File: src/rtl/scan_index_sequencer.sv
// Steps a 4-bit decoder select through the enabled channels of a mask, holding each for dwell+1 cycles.
// Latency: first a_vld one cycle after start; every output is registered. No backpressure: stop aborts, start is ignored while busy.
// Optional SCAN_BLANK_EN: inserts one a_vld=0 cycle on every in-scan index change (break-before-make).
module scan_index_sequencer #(
  parameter int DWELL_W = 8
) (
  input  logic               clk,
  input  logic               rst_n,
  input  logic               start,
  input  logic               stop,
  input  logic               cont,
  input  logic [DWELL_W-1:0] dwell,
  input  logic [15:0]        mask,
  output logic [3:0]         a,
  output logic               a_vld,
  output logic               busy,
  output logic               done,
  output logic               wrap
);

  typedef enum logic [1:0] {
    IDLE,
`ifdef SCAN_BLANK_EN
    BLANK,
`endif
    DWELL
  } state_t;

  state_t             state_q, state_d;
  logic [3:0]         a_q, a_d;
  logic               a_vld_q, a_vld_d;
  logic               busy_q, busy_d;
  logic               done_q, done_d;
  logic               wrap_q, wrap_d;
  logic               cont_q, cont_d;
  logic [DWELL_W-1:0] dwell_q, dwell_d;
  logic [DWELL_W-1:0] cnt_q, cnt_d;
  logic [15:0]        higher;
  logic [3:0]         nxt_idx;
  logic               nxt_wrap;
  logic               to_idle;
`ifdef SCAN_BLANK_EN
  logic [3:0]         pend_idx_q, pend_idx_d;
  logic               pend_wrap_q, pend_wrap_d;
`endif

  function automatic logic [3:0] lowest(input logic [15:0] m);
    logic [3:0] r;
    r = '0;
    for (int i = 15; i >= 0; i--) begin
      if (m[i]) r = 4'(i);
    end
    return r;
  endfunction

  // Channels strictly above the one currently selected.
  assign higher = mask & (16'hFFFE << a_q);

  always_comb begin
    state_d  = state_q;
    a_d      = a_q;
    a_vld_d  = a_vld_q;
    busy_d   = busy_q;
    done_d   = 1'b0;
    wrap_d   = 1'b0;
    cont_d   = cont_q;
    dwell_d  = dwell_q;
    cnt_d    = cnt_q;
    nxt_idx  = (higher != 16'h0) ? lowest(higher) : lowest(mask);
    nxt_wrap = (higher == 16'h0);
    to_idle  = 1'b0;
`ifdef SCAN_BLANK_EN
    pend_idx_d  = pend_idx_q;
    pend_wrap_d = pend_wrap_q;
`endif
    case (state_q)
      IDLE: begin
        if (start && !stop) begin
          if (mask == 16'h0) begin
            done_d = 1'b1;
          end else begin
            state_d = DWELL;
            a_d     = lowest(mask);
            a_vld_d = 1'b1;
            busy_d  = 1'b1;
            cnt_d   = '0;
            cont_d  = cont;
            dwell_d = dwell;
          end
        end
      end
      DWELL: begin
        if (stop) begin
          to_idle = 1'b1;
        end else if (cnt_q != dwell_q) begin
          cnt_d = cnt_q + 1'b1;
        end else if (mask == 16'h0 || (nxt_wrap && !cont_q)) begin
          to_idle = 1'b1;
          done_d  = 1'b1;
        end else begin
          cnt_d   = '0;
          dwell_d = dwell;
`ifdef SCAN_BLANK_EN
          state_d     = BLANK;
          a_vld_d     = 1'b0;
          pend_idx_d  = nxt_idx;
          pend_wrap_d = nxt_wrap;
`else
          a_d    = nxt_idx;
          wrap_d = nxt_wrap;
`endif
        end
      end
`ifdef SCAN_BLANK_EN
      BLANK: begin
        if (stop) begin
          to_idle = 1'b1;
        end else begin
          state_d = DWELL;
          a_d     = pend_idx_q;
          a_vld_d = 1'b1;
          wrap_d  = pend_wrap_q;
        end
      end
`endif
      default: to_idle = 1'b1;
    endcase
    if (to_idle) begin
      state_d = IDLE;
      a_d     = '0;
      a_vld_d = 1'b0;
      busy_d  = 1'b0;
    end
  end

  always_ff @(posedge clk or negedge rst_n) begin
    if (!rst_n) begin
      state_q <= IDLE;
      a_q     <= '0;
      a_vld_q <= 1'b0;
      busy_q  <= 1'b0;
      done_q  <= 1'b0;
      wrap_q  <= 1'b0;
      cont_q  <= 1'b0;
      dwell_q <= '0;
      cnt_q   <= '0;
    end else begin
      state_q <= state_d;
      a_q     <= a_d;
      a_vld_q <= a_vld_d;
      busy_q  <= busy_d;
      done_q  <= done_d;
      wrap_q  <= wrap_d;
      cont_q  <= cont_d;
      dwell_q <= dwell_d;
      cnt_q   <= cnt_d;
    end
  end

`ifdef SCAN_BLANK_EN
  always_ff @(posedge clk or negedge rst_n) begin
    if (!rst_n) begin
      pend_idx_q  <= '0;
      pend_wrap_q <= 1'b0;
    end else begin
      pend_idx_q  <= pend_idx_d;
      pend_wrap_q <= pend_wrap_d;
    end
  end
`endif

  assign a     = a_q;
  assign a_vld = a_vld_q;
  assign busy  = busy_q;
  assign done  = done_q;
  assign wrap  = wrap_q;

endmodule

File: config.mk
export PLATFORM = sky130hd
export DESIGN_NAME = scan_index_sequencer
export DESIGN_NICKNAME = d
export VERILOG_FILES = /design/src/rtl/scan_index_sequencer.sv
export SDC_FILE = /design/constraint.sdc
export NUM_CORES = 1
export LEC_CHECK = 0
export ABC_CLOCK_PERIOD_IN_PS = 4600
export BUFFER_PORTS_ARGS = -buffer_cell sky130_fd_sc_hd__clkbuf_2
export CORE_MARGIN = 2
export CORE_UTILIZATION = 30
export CTS_CLUSTER_DIAMETER = 150
export DETAILED_ROUTE_END_ITERATION = 10
export HOLD_SLACK_MARGIN = 0.06
export RECOVER_POWER = 100
export SKIP_LAST_GASP = 1
export SYNTH_ARGS = -nofsm -noshare
export SYNTH_HDL_FRONTEND = slang
export SYNTH_SLANG_ARGS = --single-unit
File: constraint.sdc
create_clock -name clk -period 4.6 [get_ports clk]
set_input_delay 0.46 -clock clk [delete_from_list [all_inputs] [get_ports clk]]
set_output_delay 0.46 -clock clk [all_outputs]
set_load 0.05 [all_outputs]
==> run metrics <==
Crit Path Class=reg2reg; Die Height=82.46 um; P_leak=0.8501 nW; unrepaired setup endpoints after global routing=no; skew final=1.799 ps; TritonCTS clock tree=done; layout cells sized above 1=22.55%; initial antenna violation count=0; Ports=37; nets@finish=266; Synth cell types=59; drt via density=5.316; drt first pass iters=4; utilization after layout=34.76%; Sw Pwr=0.2221 mW; DRC Markers=0; fmax=296.0 MHz; Core Area=5921 um2; Seq pwr share=47.3%; Die W=82.46 um; failing checks=max-capacitance violations; H-Tree Depth=1; final setup fails=0; status=finished with violations; antenna-violating nets left=0; WP data arrival=3530 ps; die area=6800 um2; min cycle time layout=3379 ps; Int Power=0.4065 mW; Post-synth EDFFs=0; Max-Cap Viols=1; Starting Density=31.19%; startpoint types=flip-flop; CTS buffer count=3; Final Max Tran Viols=0; Clock Tree Buf Depth=2; Reg clk slew, reported paths=80 ps; top cell type's share of synthesized area=32.52%; Hold Crit Class=in2reg; Max-slew headroom=0.5945%; post-cts repair resize count=0; total global-route track usage=13.42%; worst path cell trace=or3b_1 > a21oi_2 > nand4bb_1 > nor3_1 > nand2b_2 > a21boi_1 > mux2_2; Switching Share=35.33%; Synth Warn #=0; DR iter-0 viols=131; Post-CTS Setup Inserts=0; pin count of the biggest net entering global routing=25; Clk pwr share=22.1%; antenna fix cells=0; Hold Buf Count CTS=0; WL/cell=13.68 um; sequential share of the synthesized area=32.52%; DP HPWL=3261 um; GP Congestion=0.8116; Syn Nets=233; number of global-route vias before repair=1539; Syn Area/Cell=9.097 um2; # clock sinks=24; Hold Vio Cnt, Final=0; fin crit share=73.45%; Mapped Area=1847 um2; Async SR Flop Fraction=100.0%; Synth Instances=203; Worst Tran Pin Value=1488 ps; Pwr per Cell Area=305.4 nW/um2; Yosys top cell by area=dfrtp_1; DR vias=1648; CP max stage cell=a21boi_1; clock latency on the worst-skew pair=260 ps; CTS Root Cell=clkbuf_8; top cells by area, synth=dfrtp_1, xor2_1, mux2_2, o21ai_0, nor2_1; Worst VDD drop=0.0001224 V; CP required=4750 ps; global-route wire length before repair=7251 um; CP max FO=18; Post-Route Setup TNS=0 ps; post-synthesis register bit count=24; Layout area overhead=11.45%; crit end category=flip-flop; final WL=4242 um; Congestion Overflow GR=0; largest stage delay on the critical path=1140 ps; total power=0.6286 mW; combinational power share=30.6%; FP Rows=28; port bufs=36; top_reg_cell synth=dfrtp_1
## state kept, by name, summed over array words and instances (netlist names)
name,cells
a,4
busy,1
cont_q,1
dwell_q,8
wrap,1
cnt_q,8
done,1
## final timing paths
path	slack, ps	endpoint	from	cells after the start
hold reg to reg	530	dwell_q[7]$_DFFE_PN0P_	dwell_q[7]$_DFFE_PN0P_	1
max in group asynchronous	3420	cnt_q[1]$_DFFE_PN0P_	rst_n	1
setup / recovery	1220	dwell_q[2]$_DFFE_PN0P_	a[1]$_DFFE_PN0P_	7
min in group asynchronous	440	dwell_q[4]$_DFFE_PN0P_	rst_n	1
setup reg to reg	1220	dwell_q[2]$_DFFE_PN0P_	a[1]$_DFFE_PN0P_	7
hold / removal	400	cont_q$_DFFE_PN0P_	cont	3
## cell type report
| cell class | count | area [um2] |
|---|---|---|
| clock buffer | 4 | 55.05 |
| fill | 623 | 3862 |
| inverter | 8 | 30.03 |
| multi-input combinational | 163 | 1110 |
| sequential | 24 | 600.6 |
| tap | 75 | 93.84 |
| timing repair buffer | 36 | 168.9 |
## kinds of logic (layout without fill, tap and decap cells)
kind of cell | Yosys count | after routing | share of synthesized area (%)
AND/OR/NAND/NOR | 74 | 74 | 23.24
AO/OA/AOI/OAI | 66 | 66 | 26.90
flip-flops | 24 | 24 | 32.52
buffers and inverters | 16 | 48 | 5.081
XOR/XNOR | 13 | 13 | 6.165
multiplexers | 9 | 9 | 5.420
adder cells (fa/ha/maj) | 1 | 1 | 0.6774
## critical path, delay by kind of cell (launching register included)
kind	cells	cell delay, ps
flip-flops	1	570
AO/OA/AOI/OAI	2	1350
multiplexers	1	440
AND/OR/NAND/NOR	4	900
## Yosys cell counts (4+ instances only)
master,instances
xor2_1,13
inv_1,8
nor2_1,19
a22o_1,4
nor3_1,6
mux2_2,8
dfrtp_1,24
a21boi_0,4
o21ai_0,15
nor4_1,4
nand2_1,14
nand3_1,4
a21oi_1,9
## per-stage QoR
| step | std cells | setup slack, ps | hold WS, ps | instance area [um2] |
|---|---|---|---|---|
| after floorplan | 203 | 2221 | 164.4 | 1847 |
| after global placement | 306 | 1931 | 492.4 | 2057 |
| after detailed placement | 306 | 1901 | 494.4 | 2057 |
| after CTS | 310 | 1892 | 205.3 | 2112 |
| after global routing | 310 | 880.8 | 413.3 | 2058 |
| final | 310 | 1221 | 398.6 | 2058 |
## cell usage in the layout (no fill, tap or decap), types with 4 or more instances in the layout
cell / count
a21boi_0: 4
a21oi_1: 9
a22o_1: 4
clkbuf_1: 9
clkbuf_2: 27
clkbuf_8: 4
dfrtp_1: 24
inv_1: 8
mux2_2: 8
nand2_1: 14
nand3_1: 4
nor2_1: 19
nor3_1: 6
nor4_1: 4
o21ai_0: 15
xor2_1: 13
## metal layers
metal	global-route usage [%]	vias to the layer above	part of all wire (%)
met1	19.27	781	49
met4	1.833	0	0.38
met3	2.935	2	5.0
met2	21.13	35	46
met5	0	-	0
li1	-	830	-
## power by group through the flow
stage	registers, mW	logic, mW	clock network [mW]
3_5_place_dp	0.302	0.198	0
6_report	0.297	0.192	0.139
3_3_place_gp	0.301	0.196	0
2_1_floorplan	0.295	0.146	0
4_1_cts	0.298	0.200	0.144
5_1_grt	0.306	0.218	0.156
Power figures use the tool's default switching activity.
